==> src/rtl/collision_pkg.sv <==
// Shared game-state type, default parameters and helpers for the collision manager.
package collision_pkg;

  typedef enum logic [1:0] {PLAY, INVULN, OVER} game_state_t;

  localparam int unsigned DefPRockets     = 2;
  localparam int unsigned DefARockets     = 3;
  localparam int unsigned DefLives        = 3;
  localparam int unsigned DefInvulnFrames = 60;
  localparam int          DefBorderY      = 479;
  localparam int unsigned DefScoreW       = 12;

  function automatic int unsigned popcount(input logic [31:0] v);
    int unsigned n;
    n = 0;
    for (int i = 0; i < 32; i++) begin
      if (v[i]) n++;
    end
    return n;
  endfunction

endpackage

==> src/rtl/collision_manager_if.sv <==
// Drawer-side inputs and mover-side event outputs of the collision manager.
// The slave modport is the manager itself; master is whoever drives the pixel stream.
interface collision_manager_if
  import collision_pkg::*;
#(
  parameter int unsigned P_ROCKETS = DefPRockets,
  parameter int unsigned A_ROCKETS = DefARockets,
  parameter int unsigned LIVES     = DefLives,
  parameter int unsigned SCORE_W   = DefScoreW
) ();

  localparam int unsigned LivesW = $clog2(LIVES + 1);

  logic                  startOfFrame;
  logic signed [10:0]    pixelX;
  logic signed [10:0]    pixelY;
  logic                  drawing_request_player;
  logic                  drawing_request_aliens;
  logic                  drawing_request_borders;
  logic [P_ROCKETS-1:0]  p_rockets_DR;
  logic [A_ROCKETS-1:0]  a_rockets_DR;

  logic [P_ROCKETS-1:0]  alienHit;
  logic [P_ROCKETS-1:0]  p_rocketsCollision;
  logic [A_ROCKETS-1:0]  a_rocketsCollision;
  logic                  playerHit;
  logic                  aliensReachedBorder;
  logic [LivesW-1:0]     livesLeft;
  logic                  invulnerable;
  logic                  gameOver;
  logic [SCORE_W-1:0]    score;

  modport master (
    output startOfFrame, pixelX, pixelY, drawing_request_player, drawing_request_aliens,
           drawing_request_borders, p_rockets_DR, a_rockets_DR,
    input  alienHit, p_rocketsCollision, a_rocketsCollision, playerHit, aliensReachedBorder,
           livesLeft, invulnerable, gameOver, score
  );

  modport slave (
    input  startOfFrame, pixelX, pixelY, drawing_request_player, drawing_request_aliens,
           drawing_request_borders, p_rockets_DR, a_rockets_DR,
    output alienHit, p_rocketsCollision, a_rocketsCollision, playerHit, aliensReachedBorder,
           livesLeft, invulnerable, gameOver, score
  );

endinterface

==> src/rtl/frame_event_gate.sv <==
// Once-per-frame pulse gate: a request bit fires only while its mask bit is clear, and firing
// sets the mask. clear_i (start of frame) wipes the masks before this cycle's requests are judged.
module frame_event_gate #(
  parameter int unsigned Width = 1
) (
  input  logic             clk,
  input  logic             reset,
  input  logic             clear_i,
  input  logic             en_i,
  input  logic [Width-1:0] req_i,
  output logic [Width-1:0] fire_o,
  output logic [Width-1:0] pulse_o
);

  logic [Width-1:0] mask_q, mask_d, mask_eff;
  logic [Width-1:0] pulse_q;

  always_comb begin
    mask_eff = clear_i ? '0 : mask_q;
    fire_o   = req_i & ~mask_eff & {Width{en_i}};
    mask_d   = mask_eff | fire_o;
  end

  always_ff @(posedge clk) begin
    if (reset) begin
      mask_q  <= '0;
      pulse_q <= '0;
    end else begin
      mask_q  <= mask_d;
      pulse_q <= fire_o;
    end
  end

  assign pulse_o = pulse_q;

endmodule

==> src/rtl/collision_manager.sv <==
// Per-pixel collision arbiter with once-per-frame event pulses and the lives/invulnerability FSM.
// Define COLLISION_SCORE_EN to build the saturating alien-kill score counter; otherwise score is 0.
module collision_manager
  import collision_pkg::*;
#(
  parameter int unsigned P_ROCKETS     = DefPRockets,
  parameter int unsigned A_ROCKETS     = DefARockets,
  parameter int unsigned LIVES         = DefLives,
  parameter int unsigned INVULN_FRAMES = DefInvulnFrames,
  parameter int          BORDER_Y      = DefBorderY,
  parameter int unsigned SCORE_W       = DefScoreW
) (
  input logic                clk,
  input logic                reset,
  collision_manager_if.slave bus
);

  localparam int unsigned LivesW = $clog2(LIVES + 1);
  localparam int unsigned CntW   = $clog2(INVULN_FRAMES + 1);
  localparam logic signed [10:0] BorderY = 11'(BORDER_Y);

  logic                 any_a, rr_hit, player_raw, border_raw;
  logic [P_ROCKETS-1:0] kill_raw, p_coll_raw;
  logic [A_ROCKETS-1:0] a_coll_raw;

  always_comb begin
    any_a      = |bus.a_rockets_DR;
    rr_hit     = (|bus.p_rockets_DR) & any_a;
    kill_raw   = {P_ROCKETS{bus.drawing_request_aliens}} & bus.p_rockets_DR;
    p_coll_raw = kill_raw
               | ({P_ROCKETS{rr_hit | bus.drawing_request_borders}} & bus.p_rockets_DR);
    a_coll_raw = {A_ROCKETS{rr_hit | bus.drawing_request_borders | bus.drawing_request_player}}
               & bus.a_rockets_DR;
    player_raw = bus.drawing_request_player & (bus.drawing_request_aliens | any_a);
    border_raw = bus.drawing_request_aliens & ($signed(bus.pixelY) > BorderY);
  end

  game_state_t       state_q, state_d;
  logic [LivesW-1:0] lives_q, lives_d;
  logic [CntW-1:0]   frame_cnt_q, frame_cnt_d;

  logic                 gate_en, player_req;
  logic                 border_fire, player_fire;
  logic [P_ROCKETS-1:0] alien_fire, p_coll_fire;
  logic [A_ROCKETS-1:0] a_coll_fire;

  assign gate_en = (state_q != OVER);
  // Border reach outranks a same-cycle player hit, so the hit must not consume its mask.
  assign player_req = player_raw & (state_q == PLAY) & ~border_fire;

  frame_event_gate #(.Width(P_ROCKETS)) u_alien_gate (
    .clk     (clk),
    .reset   (reset),
    .clear_i (bus.startOfFrame),
    .en_i    (gate_en),
    .req_i   (kill_raw),
    .fire_o  (alien_fire),
    .pulse_o (bus.alienHit)
  );

  frame_event_gate #(.Width(P_ROCKETS)) u_p_coll_gate (
    .clk     (clk),
    .reset   (reset),
    .clear_i (bus.startOfFrame),
    .en_i    (gate_en),
    .req_i   (p_coll_raw),
    .fire_o  (p_coll_fire),
    .pulse_o (bus.p_rocketsCollision)
  );

  frame_event_gate #(.Width(A_ROCKETS)) u_a_coll_gate (
    .clk     (clk),
    .reset   (reset),
    .clear_i (bus.startOfFrame),
    .en_i    (gate_en),
    .req_i   (a_coll_raw),
    .fire_o  (a_coll_fire),
    .pulse_o (bus.a_rocketsCollision)
  );

  frame_event_gate #(.Width(1)) u_border_gate (
    .clk     (clk),
    .reset   (reset),
    .clear_i (bus.startOfFrame),
    .en_i    (gate_en),
    .req_i   (border_raw),
    .fire_o  (border_fire),
    .pulse_o (bus.aliensReachedBorder)
  );

  frame_event_gate #(.Width(1)) u_player_gate (
    .clk     (clk),
    .reset   (reset),
    .clear_i (bus.startOfFrame),
    .en_i    (gate_en),
    .req_i   (player_req),
    .fire_o  (player_fire),
    .pulse_o (bus.playerHit)
  );

  always_comb begin
    state_d     = state_q;
    lives_d     = lives_q;
    frame_cnt_d = frame_cnt_q;
    if (border_fire) begin
      state_d = OVER;
    end else begin
      unique case (state_q)
        PLAY: begin
          if (player_fire) begin
            if (lives_q <= LivesW'(1)) begin
              state_d = OVER;
              lives_d = '0;
            end else begin
              state_d     = INVULN;
              lives_d     = lives_q - LivesW'(1);
              frame_cnt_d = '0;
            end
          end
        end
        INVULN: begin
          if (bus.startOfFrame) begin
            if (frame_cnt_q == CntW'(INVULN_FRAMES - 1)) begin
              state_d     = PLAY;
              frame_cnt_d = '0;
            end else begin
              frame_cnt_d = frame_cnt_q + CntW'(1);
            end
          end
        end
        OVER: ;
        default: state_d = PLAY;
      endcase
    end
  end

  always_ff @(posedge clk) begin
    if (reset) begin
      state_q     <= PLAY;
      lives_q     <= LivesW'(LIVES);
      frame_cnt_q <= '0;
    end else begin
      state_q     <= state_d;
      lives_q     <= lives_d;
      frame_cnt_q <= frame_cnt_d;
    end
  end

  assign bus.livesLeft    = lives_q;
  assign bus.invulnerable = (state_q == INVULN);
  assign bus.gameOver     = (state_q == OVER);

`ifdef COLLISION_SCORE_EN
  logic [SCORE_W-1:0] score_q, score_d;
  logic [SCORE_W:0]   score_sum;

  always_comb begin
    score_sum = {1'b0, score_q} + (SCORE_W + 1)'(popcount(32'(alien_fire)));
    score_d   = score_sum[SCORE_W] ? '1 : score_sum[SCORE_W-1:0];
  end

  always_ff @(posedge clk) begin
    if (reset) score_q <= '0;
    else       score_q <= score_d;
  end

  assign bus.score = score_q;
`else
  logic unused_alien_fire;
  assign unused_alien_fire = ^alien_fire;
  assign bus.score = '0;
`endif

  logic unused_sig;
  assign unused_sig = ^{bus.pixelX, p_coll_fire, a_coll_fire};

endmodule
==> src/flat_wrapper.sv <==
// flat-port wrapper written by rule: the top's interface ports become plain ports
module collision_manager_flat import collision_pkg::*;
#(
  parameter int unsigned P_ROCKETS     = DefPRockets,
  parameter int unsigned A_ROCKETS     = DefARockets,
  parameter int unsigned LIVES         = DefLives,
  parameter int unsigned INVULN_FRAMES = DefInvulnFrames,
  parameter int          BORDER_Y      = DefBorderY,
  parameter int unsigned SCORE_W       = DefScoreW
)
  (clk, reset, bus_startOfFrame, bus_pixelX, bus_pixelY, bus_drawing_request_player, bus_drawing_request_aliens, bus_drawing_request_borders, bus_p_rockets_DR, bus_a_rockets_DR, bus_alienHit, bus_p_rocketsCollision, bus_a_rocketsCollision, bus_playerHit, bus_aliensReachedBorder, bus_livesLeft, bus_invulnerable, bus_gameOver, bus_score);
  collision_manager_if #(.P_ROCKETS(P_ROCKETS), .A_ROCKETS(A_ROCKETS), .LIVES(LIVES), .SCORE_W(SCORE_W)) bus_i ();
  input logic clk;
  input logic reset;
  input wire logic [$bits(bus_i.startOfFrame)-1:0] bus_startOfFrame;
  input wire logic [$bits(bus_i.pixelX)-1:0] bus_pixelX;
  input wire logic [$bits(bus_i.pixelY)-1:0] bus_pixelY;
  input wire logic [$bits(bus_i.drawing_request_player)-1:0] bus_drawing_request_player;
  input wire logic [$bits(bus_i.drawing_request_aliens)-1:0] bus_drawing_request_aliens;
  input wire logic [$bits(bus_i.drawing_request_borders)-1:0] bus_drawing_request_borders;
  input wire logic [$bits(bus_i.p_rockets_DR)-1:0] bus_p_rockets_DR;
  input wire logic [$bits(bus_i.a_rockets_DR)-1:0] bus_a_rockets_DR;
  output wire logic [$bits(bus_i.alienHit)-1:0] bus_alienHit;
  output wire logic [$bits(bus_i.p_rocketsCollision)-1:0] bus_p_rocketsCollision;
  output wire logic [$bits(bus_i.a_rocketsCollision)-1:0] bus_a_rocketsCollision;
  output wire logic [$bits(bus_i.playerHit)-1:0] bus_playerHit;
  output wire logic [$bits(bus_i.aliensReachedBorder)-1:0] bus_aliensReachedBorder;
  output wire logic [$bits(bus_i.livesLeft)-1:0] bus_livesLeft;
  output wire logic [$bits(bus_i.invulnerable)-1:0] bus_invulnerable;
  output wire logic [$bits(bus_i.gameOver)-1:0] bus_gameOver;
  output wire logic [$bits(bus_i.score)-1:0] bus_score;
  assign bus_i.startOfFrame = bus_startOfFrame;
  assign bus_i.pixelX = bus_pixelX;
  assign bus_i.pixelY = bus_pixelY;
  assign bus_i.drawing_request_player = bus_drawing_request_player;
  assign bus_i.drawing_request_aliens = bus_drawing_request_aliens;
  assign bus_i.drawing_request_borders = bus_drawing_request_borders;
  assign bus_i.p_rockets_DR = bus_p_rockets_DR;
  assign bus_i.a_rockets_DR = bus_a_rockets_DR;
  assign bus_alienHit = bus_i.alienHit;
  assign bus_p_rocketsCollision = bus_i.p_rocketsCollision;
  assign bus_a_rocketsCollision = bus_i.a_rocketsCollision;
  assign bus_playerHit = bus_i.playerHit;
  assign bus_aliensReachedBorder = bus_i.aliensReachedBorder;
  assign bus_livesLeft = bus_i.livesLeft;
  assign bus_invulnerable = bus_i.invulnerable;
  assign bus_gameOver = bus_i.gameOver;
  assign bus_score = bus_i.score;
  collision_manager #(.P_ROCKETS(P_ROCKETS), .A_ROCKETS(A_ROCKETS), .LIVES(LIVES), .INVULN_FRAMES(INVULN_FRAMES), .BORDER_Y(BORDER_Y), .SCORE_W(SCORE_W)) u_core (.clk(clk), .reset(reset), .bus(bus_i));
endmodule
==> config.mk <==
export PLATFORM = sky130hd
export DESIGN_NAME = collision_manager_flat
export DESIGN_NICKNAME = d
export VERILOG_FILES = /design/src/rtl/collision_pkg.sv /design/src/rtl/collision_manager_if.sv /design/src/rtl/frame_event_gate.sv /design/src/rtl/collision_manager.sv /design/src/flat_wrapper.sv
export SDC_FILE = /design/constraint.sdc
export NUM_CORES = 1
export LEC_CHECK = 0
export BUFFER_PORTS_ARGS = -buffer_cell sky130_fd_sc_hd__buf_2
export CAP_MARGIN = 15
export CORE_ASPECT_RATIO = 2
export CORE_MARGIN = 3
export CORE_UTILIZATION = 46
export DETAILED_ROUTE_END_ITERATION = 7
export GPL_TIMING_DRIVEN = 0
export PLACE_DENSITY_LB_ADDON = 0.12
export SYNTH_ARGS = -nofsm -noshare
export SYNTH_HDL_FRONTEND = slang
export SYNTH_SLANG_ARGS = --single-unit
==> constraint.sdc <==
create_clock -name clk -period 1.96 [get_ports clk]
set_clock_uncertainty 0.05 [all_clocks]
set_input_delay 0.098 -clock clk [delete_from_list [all_inputs] [get_ports clk]]
set_output_delay 0.098 -clock clk [all_outputs]
set_load 0.05 [all_outputs]
* Word level (Yosys, flattened, before mapping)
Cells that the tools add are included.
** Cells by class
- Reduce and logical (&&, ||, !) cells :: 9
- Order comparisons :: 2
- Equality and inequality tests :: 12
- $add $sub $neg :: 2
- Mux-type cells :: 17
- Bitwise logic cells :: 34
** Operators by type and width (count)
- 6-bit 2-to-1 mux :: 4
- 2-bit 2-to-1 mux :: 8
- 2-bit AND :: 6
- 6-bit one-hot mux with 2 select lines :: 1
- 11-bit by 10-bit > comparator with 1-bit output (second input constant) :: 1
- 1-bit AND :: 9
- 3-bit AND :: 3
- 4-bit AND reduction :: 2
- 6-bit by 1-bit adder with 6-bit output (second input constant) :: 1
- 6-bit == test (second input constant) :: 1
- 2-bit by 1-bit inequality test with 1-bit output (second input constant) :: 3
- 2-bit inequality test (second input constant) :: 3
- 3-bit by 1-bit inequality test with 1-bit output (second input constant) :: 2
- 2-bit bitwise OR :: 3
- 2-bit one-hot mux with 3 select lines :: 1
- 1-bit bitwise OR :: 5
- 5-bit AND reduction :: 1
- 1-bit NOT :: 4
- 2-bit NOT :: 2
- 2-bit OR reduction :: 2
- 3-bit 2-to-1 mux :: 1
- 3-bit by 2-bit inequality test with 1-bit output (second input constant) :: 1
- 3-bit NOT :: 1
- 3-bit bitwise OR :: 1
- other kinds (9) :: 10
** Word-level totals
- Logic and storage cells :: 90
- Register bits after elaboration :: 28

* Depth between registers and ports, before layout
Gate-level depths: netlist of run 1.
- Depth after elaboration :: 11
- Depth in mapped cells :: 5
- Mapped depth without buffers :: 5

* Hierarchy
From an unflattened synthesis of run 1, not the netlist that was laid out.
** Unflattened totals
- Cell total of the unflattened synthesis :: 155
- Area, all modules :: 1375.1 um2
** By module, submodules not included
- collision_manager :: cells an instance 83, area an instance 691.9 um2, instances 1
- frame_event_gate at u_core.u_alien_gate ... :: cells an instance 16, area an instance 150.1 um2, instances 2
- frame_event_gate at u_core.u_a_coll_gate :: cells an instance 24, area an instance 210.2 um2, instances 1
- frame_event_gate at u_core.u_border_gate ... :: cells an instance 8, area an instance 86.3 um2, instances 2

* Least setup slack after synthesis of run 1
OpenSTA, ideal clock, no wires.
- Kind :: reg2reg
- Start :: register u_core.state_q[0]
- End :: register u_core.frame_cnt_q[4]
- Setup time :: 0.122 ns
- Stages on the path, launching flop included :: 6
- Path slack :: 0.160 ns
- Arrival time :: 1.629 ns
- Buffers on the path :: 0
- Cells stage by stage :: dfxtp_1 > nand2b_4 > inv_4 > or4_4 > and3_4 > a221o_1
** On the way
- Longest elaborated chain between the ends :: 8
** RTL lines
- start, declared :: RTL line collision_manager.sv:38 : game_state_t state_q, state_d;
- start signal, assigned :: RTL line collision_manager.sv:143 : state_q <= state_d;
- 2-bit inequality test :: RTL line collision_manager.sv:47 : assign gate_en = (state_q != OVER);
- 1-bit AND :: RTL line frame_event_gate.sv:20 : fire_o = req_i & ~mask_eff & {Width{en_i}};
- 1-bit NOT :: RTL line collision_manager.sv:49 : assign player_req = player_raw & (state_q == PLAY) & ~border_fire;
- 1-bit AND :: RTL line collision_manager.sv:49
- 1-bit AND (2 in a row) :: RTL line frame_event_gate.sv:20
- 2-bit by 1-bit inequality test with 1-bit output (no source line)
- 5-bit AND reduction (no source line)
- end signal, assigned :: RTL line collision_manager.sv:145 : frame_cnt_q <= frame_cnt_d;
- end, declared :: RTL line collision_manager.sv:40 : logic [CntW-1:0] frame_cnt_q, frame_cnt_d;
Several ways; a longest one is shown, not always the timed one.
A chain may end at the register's enable or synchronous reset.

* Worst setup path in the final report of run 1
Same ends and word-level chain as after synthesis.

==> results of run 1 <==
registers in the layout (all words and copies together) (netlist names), 2 cells and up:
signal	flops
u_core.bus.livesLeft	2
u_core.frame_cnt_q	6
u_core.state_q	2
u_core.u_a_coll_gate.mask_q	3
u_core.u_a_coll_gate.pulse_o	3
u_core.u_alien_gate.mask_q	2
u_core.u_alien_gate.pulse_o	2
u_core.u_p_coll_gate.mask_q	2
u_core.u_p_coll_gate.pulse_o	2
worst reg2reg max path: stages, from the launching register on:
cell	delay, ps
dfxtp_2	370
nand2b_4	160
inv_4	50
or4_4	580
and3_4	200
a221o_1	310
cell usage in the layout, fill, tap and decap left out, types with 4 or more instances in the layout:
cell type   n
a21oi_1     4
a31oi_1     4
and4_1      5
buf_2      29
buf_4      12
clkbuf_8    4
conb_1     12
dfxtp_1    27
nand2_1    11
nand2b_1    5
nand3_1     6
nor2_1     11
cell families after synthesis:
| family | count (synthesis) | synth area share, % |
|---|---|---|
| simple gates | 61 | 27.84 |
| compound gates | 29 | 17.07 |
| flops | 28 | 43.45 |
| buf+inv | 20 | 9.506 |
| mux | 1 | 0.8729 |
| fa+ha+maj | 1 | 0.9698 |
| other cells | 1 | 0.2907 |
stage by stage:
stage,power [mW],hold slack (ps)
finish,1.283,25.11
global route,1.349,36.06
CTS,1.300,20.23
detailed placement,0.9464,323.1
global placement,0.9410,308.0
floorplan,0.8782,185.8
area by class of cell:
type                       count  area [um2]  area share, %
multi-input combinational    104       648.1          41.34
sequential                    28       561.8          35.83
timing repair buffer          29       145.1          9.258
buffer                        16       105.1          6.704
clock buffer                   4       55.05          3.512
tap                           28       35.03          2.235
inverter                       4       17.52          1.117
path summary, 6_finish.rpt:
| check | startpoint | slack, ps | cells past startpoint | endpoint |
|---|---|---|---|---|
| setup reg to reg | u_core.state_q[0] | 140 | 5 | u_core.frame_cnt_q[4] |
| hold / removal | bus_a_rockets_DR[1] | 30 | 3 | u_core.u_a_coll_gate.pulse_o[1] |
| setup / recovery | u_core.state_q[0] | 140 | 5 | u_core.frame_cnt_q[4] |
| hold reg to reg | u_core.u_alien_gate.mask_q[0] | 410 | 2 | u_core.u_alien_gate.mask_q[0] |
per-layer routing:
layer | track usage, % | vias up
li1 | - | 583
met1 | 19.28 | 541
met2 | 32.64 | 26
met3 | 3.769 | 6
met4 | 12.39 | 0
met5 | 0 | -
power by group:
group	switching (mW)	internal [mW]
logic	0.214	0.0942
clock network	0.170	0.180
registers	0.0189	0.606
==> qor.yml, run 1 <==
outcome:
  status: "completed"
finish:
  post-route-util_pct: 60.24
  drive_gt1_share_pct: 28.65
  nFillCells: 252
  finalInstanceArea_um2: 1568
  diodes: 0
  synthToLayoutAreaGrowth_pct: 21.53
  nets: 220
  layout.cells.non_filler: 213
clocking:
  numCtsBuffers: 3
  cts_max_path_buffers: 2
  holdBufCountCts: 0
  cts-resized-gates: 0
  cts_root_buf: "clkbuf_8"
  h-tree-depth: 1
  postCtsSetupRepairBufs: 0
  insertion_delay_ps: 270
  cts.sinks: 28
  clk_pin_slew_ps: 90
  cts_tree: "built"
floorplanning:
  core_um2: 2603
  initial_core_util_pct: 49.57
  dieArea_um2: 3514
  rows: 26
  fp.dieH_um: 80.89
  dieWidth_um: 43.45
  io_pins: 58
drt:
  met2_length_mm: 1.602
  wl_met3_um: 115
  ant_nets: 0
  viasPerCell: 5.427
  dr.max_layer_used: "met4"
  wl_mm: 2.828
  wirelength_met1_mm: 1.036
  vias: 1156
  drtPass1Iterations: 4
  wire_per_inst_um: 13.28
  drc: 0
  drt_iter0_drc: 27
synthesis:
  synth_top_area_share_pct: 43.45
  ys_ff_latch: 28
  syn-cell-area_um2: 1290
  synth_cell_types: 47
  synthArstFlopShare_pct: 0
  syn_inst: 141
  synth_enable_flop_cells: 0
  yosysWarnings: 0
  yosysTopAreaCell: "dfxtp_1"
  ys_top_cells_by_count: "dfxtp_1, buf_4, nand2_1, nor2_1, nand3_1"
  syn_avg_cell_area_um2: 9.149
  synthTopCellsByArea: "dfxtp_1, buf_4, and4_1, nand2_1, nor2_1"
  ys.flop_type: "dfxtp_1"
  yosysSeqAreaShare_pct: 43.45
  yosysMostFrequentCell: "dfxtp_1"
placement:
  place.gp.congestion: 0.8321
  place_hpwl_mm: 2.274
  place_area_um2: 1511
  place_ws_ps: 94.83
  io_buffers: 29
  dp_cells: 209
sta:
  finalMaxSlewViolations: 0
  fin_crit_sh_pct: 92.90
  tightest_slew_ps: 679.2
  timing.final.hold_violations: 0
  period_minus_slack_ps: 1821
  worst_slack_ps: 139.1
  max_freq_mhz: 549.2
  rsz0062_at_grt: "no"
  setup_viol: 0
  setup-tns-final_ps: 0
  slew_headroom_pct: 54.33
critical_path:
  critPathCaptureType: "register"
  crit_chain: "nand2b_4, inv_4, or4_4, and3_4, a221o_1"
  critPathMaxStageDelay_ps: 580
  slowest_stage: "or4_4"
  cp.arrival_ps: 1940
  critPathRequiredTime_ps: 2080
  path_class: "register to register"
  startpoint_type: "register"
  critPathBufInv: 1
  critPathTopFamily: "simple AND/OR/NAND/NOR gates"
  cp_max_fo: 6
worst_hold_path:
  hp-class: "input port to register"
grt:
  antenna_found_initial: 0
  grt_pass1_wl_mm: 4.995
  grt.total_usage_pct: 18.64
  grt-ovfl-total: 0
  first_global_vias: 1148
  grt_max_degree: 16
pwr:
  p_per_area_nw_per_um2: 818.5
  power_leakage_nw: 0.7412
  ir_worst_vdd_v: 0.0005468
run:
  cap_violations: 0
Power figures use the tool's default switching activity.
==> inputs of run 2 (changes only) <==
- CORE_MARGIN: 3 -> 8
==> run 2 against run 1 <==
Effect of this change:
- critical path depth unchanged
- final area did not move
- via count up 1.5%
- non-clock buffer count stayed put
- sequential share of layout area is 0.080 points lower
- largest cell class unchanged
- largest power group unchanged
==> qor.yml, run 2 (synthesized netlist as in run 1, its figures left out) <==
floorplanning:
  io_pins: 58  # unchanged
  fp.dieH_um: 90.89  # was 80.89 um
  dieWidth_um: 53.45  # was 43.45 um
  rows: 27  # was 26
  core_um2: 2703  # was 2603 um2
  initial_core_util_pct: 47.73  # was 49.57%
  dieArea_um2: 4858  # was 3514 um2
drt:
  wire_per_inst_um: 14.64  # was 13.28 um
  drtPass1Iterations: 4  # unchanged
  viasPerCell: 5.481  # was 5.427
  vias: 1173  # was 1156
  drc: 0  # unchanged
  wl_met3_um: 128  # was 115 um
  dr.max_layer_used: "met4"  # unchanged
  wl_mm: 3.134  # was 2.828 mm
  drt_iter0_drc: 26  # was 27
  wirelength_met1_mm: 1.146  # was 1.036 mm
  met2_length_mm: 1.810  # was 1.602 mm
  ant_nets: 0  # unchanged
clocking:
  numCtsBuffers: 3  # unchanged
  h-tree-depth: 1  # unchanged
  holdBufCountCts: 0  # unchanged
  cts_tree: "built"  # unchanged
  cts_root_buf: "clkbuf_8"  # unchanged
  insertion_delay_ps: 270  # about the same
  postCtsSetupRepairBufs: 0  # unchanged
  cts.sinks: 28  # unchanged
  cts-resized-gates: 0  # unchanged
  clk_pin_slew_ps: 90  # about the same
  cts_max_path_buffers: 2  # unchanged
placement:
  dp_cells: 210  # was 209
  place_ws_ps: 93.30  # was 94.83 ps
  io_buffers: 29  # unchanged
  place.gp.congestion: 0.8629  # was 0.8321
  place_hpwl_mm: 2.514  # was 2.274 mm
critical_path:
  critPathTopFamily: "simple AND/OR/NAND/NOR gates"  # unchanged
  critPathMaxStageDelay_ps: 580  # about the same
  cp_num_cells: 5  # unchanged
  path_class: "register to register"  # unchanged
  ff2ff_path_depth: 5  # unchanged
  r2r-start: "u_core.state_q[0]"  # unchanged
  cp.arrival_ps: 2010  # was 1940 ps
  crit_chain: "nand2b_4, inv_4, or4_4, and3_4, a221o_1"  # unchanged
  critPathCaptureType: "register"  # unchanged
  startpoint_type: "register"  # unchanged
  r2r_end: "u_core.frame_cnt_q[4]"  # unchanged
  critPathRequiredTime_ps: 2080  # about the same
  cp_max_fo: 6  # unchanged
  critPathBufInv: 1  # unchanged
  worst-r2r-setup-slack_ps: 70  # was 140 ps
  slowest_stage: "or4_4"  # unchanged
grt:
  grt_pass1_wl_mm: 5.471  # was 4.995 mm
  grt.total_usage_pct: 14.27  # was 18.64%
  grt-ovfl-total: 0  # unchanged
  antenna_found_initial: 0  # unchanged
  first_global_vias: 1250  # was 1148
  grt_max_degree: 16  # unchanged
sta:
  tightest_slew_ps: 694.8  # was 679.2 ps
  slew_headroom_pct: 53.28  # was 54.33%
  max_freq_mhz: 528.4  # was 549.2 MHz
  fin_crit_sh_pct: 96.56  # was 92.90%
  finalMaxSlewViolations: 0  # unchanged
  worst_slack_ps: 67.43  # was 139.1 ps
  rsz0062_at_grt: "no"  # unchanged
  period_minus_slack_ps: 1893  # was 1821 ps
  setup_viol: 0  # unchanged
  setup-tns-final_ps: 0  # unchanged
  timing.final.hold_violations: 0  # unchanged
worst_hold_path:
  hold_end: "u_core.u_a_coll_gate.pulse_o[2]"  # was u_core.u_a_coll_gate.pulse_o[1]
  holdPathStages: 3  # unchanged
  hp-class: "input port to register"  # unchanged
  holdCritStartpoint: "bus_a_rockets_DR[2]"  # was bus_a_rockets_DR[1]
outcome:
  status: "completed"  # unchanged
finish:
  nets: 220  # unchanged
  diodes: 0  # unchanged
  final_cell_mix: "buf_2, dfxtp_1, buf_4, conb_1"  # unchanged
  largest_reg_flops: 6  # unchanged
  mostFrequentLayoutCell: "buf_2"  # unchanged
  drive_gt1_share_pct: 28.11  # was 28.65%
  synthToLayoutAreaGrowth_pct: 21.53  # unchanged
  post-route-util_pct: 58.01  # was 60.24%
  regMostFlops: "u_core.frame_cnt_q"  # unchanged
  layout.cells.non_filler: 214  # was 213
run:
  cap_violations: 0  # unchanged
pwr:
  ir_worst_vdd_v: 0.0006575  # was 0.0005468 V
  total_power_mw: 1.290  # was 1.283 mW
  p_per_area_nw_per_um2: 822.6  # was 818.5 nW/um2
  power_leakage_nw: 0.7408  # was 0.7412 nW
==> run 2: metal layers <==
| metal | vias to the layer above | GRT usage [%] |
|---|---|---|
| li1 | 581 | - |
| met1 | 563 | 13.79 |
| met2 | 24 | 25.69 |
| met3 | 5 | 4.950 |
| met4 | 0 | 5.085 |
| met5 | - | 0 |
==> run 2: final cells by class <==
type                            instances  area (um2)
Inverter                                4       17.52
Clock buffer                            4       55.05
Fill cell                             279        1135
Timing Repair Buffer                   29       145.1
Sequential cell                        28       560.5
Multi-Input combinational cell        104       648.1
Tap cell                               29       36.28
Buffer                                 16       105.1
==> run 2: power by group <==
| group | switching [mW] | internal, mW | total (mW) |
|---|---|---|---|
| Clock | 0.174 | 0.180 | 0.354 |
| Combinational | 0.217 | 0.0942 | 0.311 |
| Sequential | 0.0191 | 0.606 | 0.625 |
| Total | 0.410 | 0.880 | 1.29 |
==> run 2: worst max path at each step <==
stage                     slack [ps]                    end               from
final                             70  u_core.frame_cnt_q[4]  u_core.state_q[0]
after global routing               4  u_core.frame_cnt_q[4]  u_core.state_q[0]
after CTS                         70  u_core.frame_cnt_q[4]  u_core.state_q[0]
after detailed placement          90  u_core.frame_cnt_q[4]  u_core.state_q[0]
after global placement           100  u_core.frame_cnt_q[4]  u_core.state_q[0]
after floorplan                  160  u_core.frame_cnt_q[4]  u_core.state_q[0]
==> run 2: through the flow <==
step / cell area [um2] / hold WS, ps
floorplan: 1331 / 185.8
global placement: 1513 / 309.3
detailed placement: 1513 / 317.8
CTS: 1568 / 20.12
global route: 1568 / 35.73
finish: 1568 / 23.44
==> run 2: worst reg2reg max path, stage by stage (launching register included) <==
cell      delay, ps
dfxtp_1         420
nand2b_4        190
inv_4            50
or4_4           580
and3_4          200
a221o_1         310
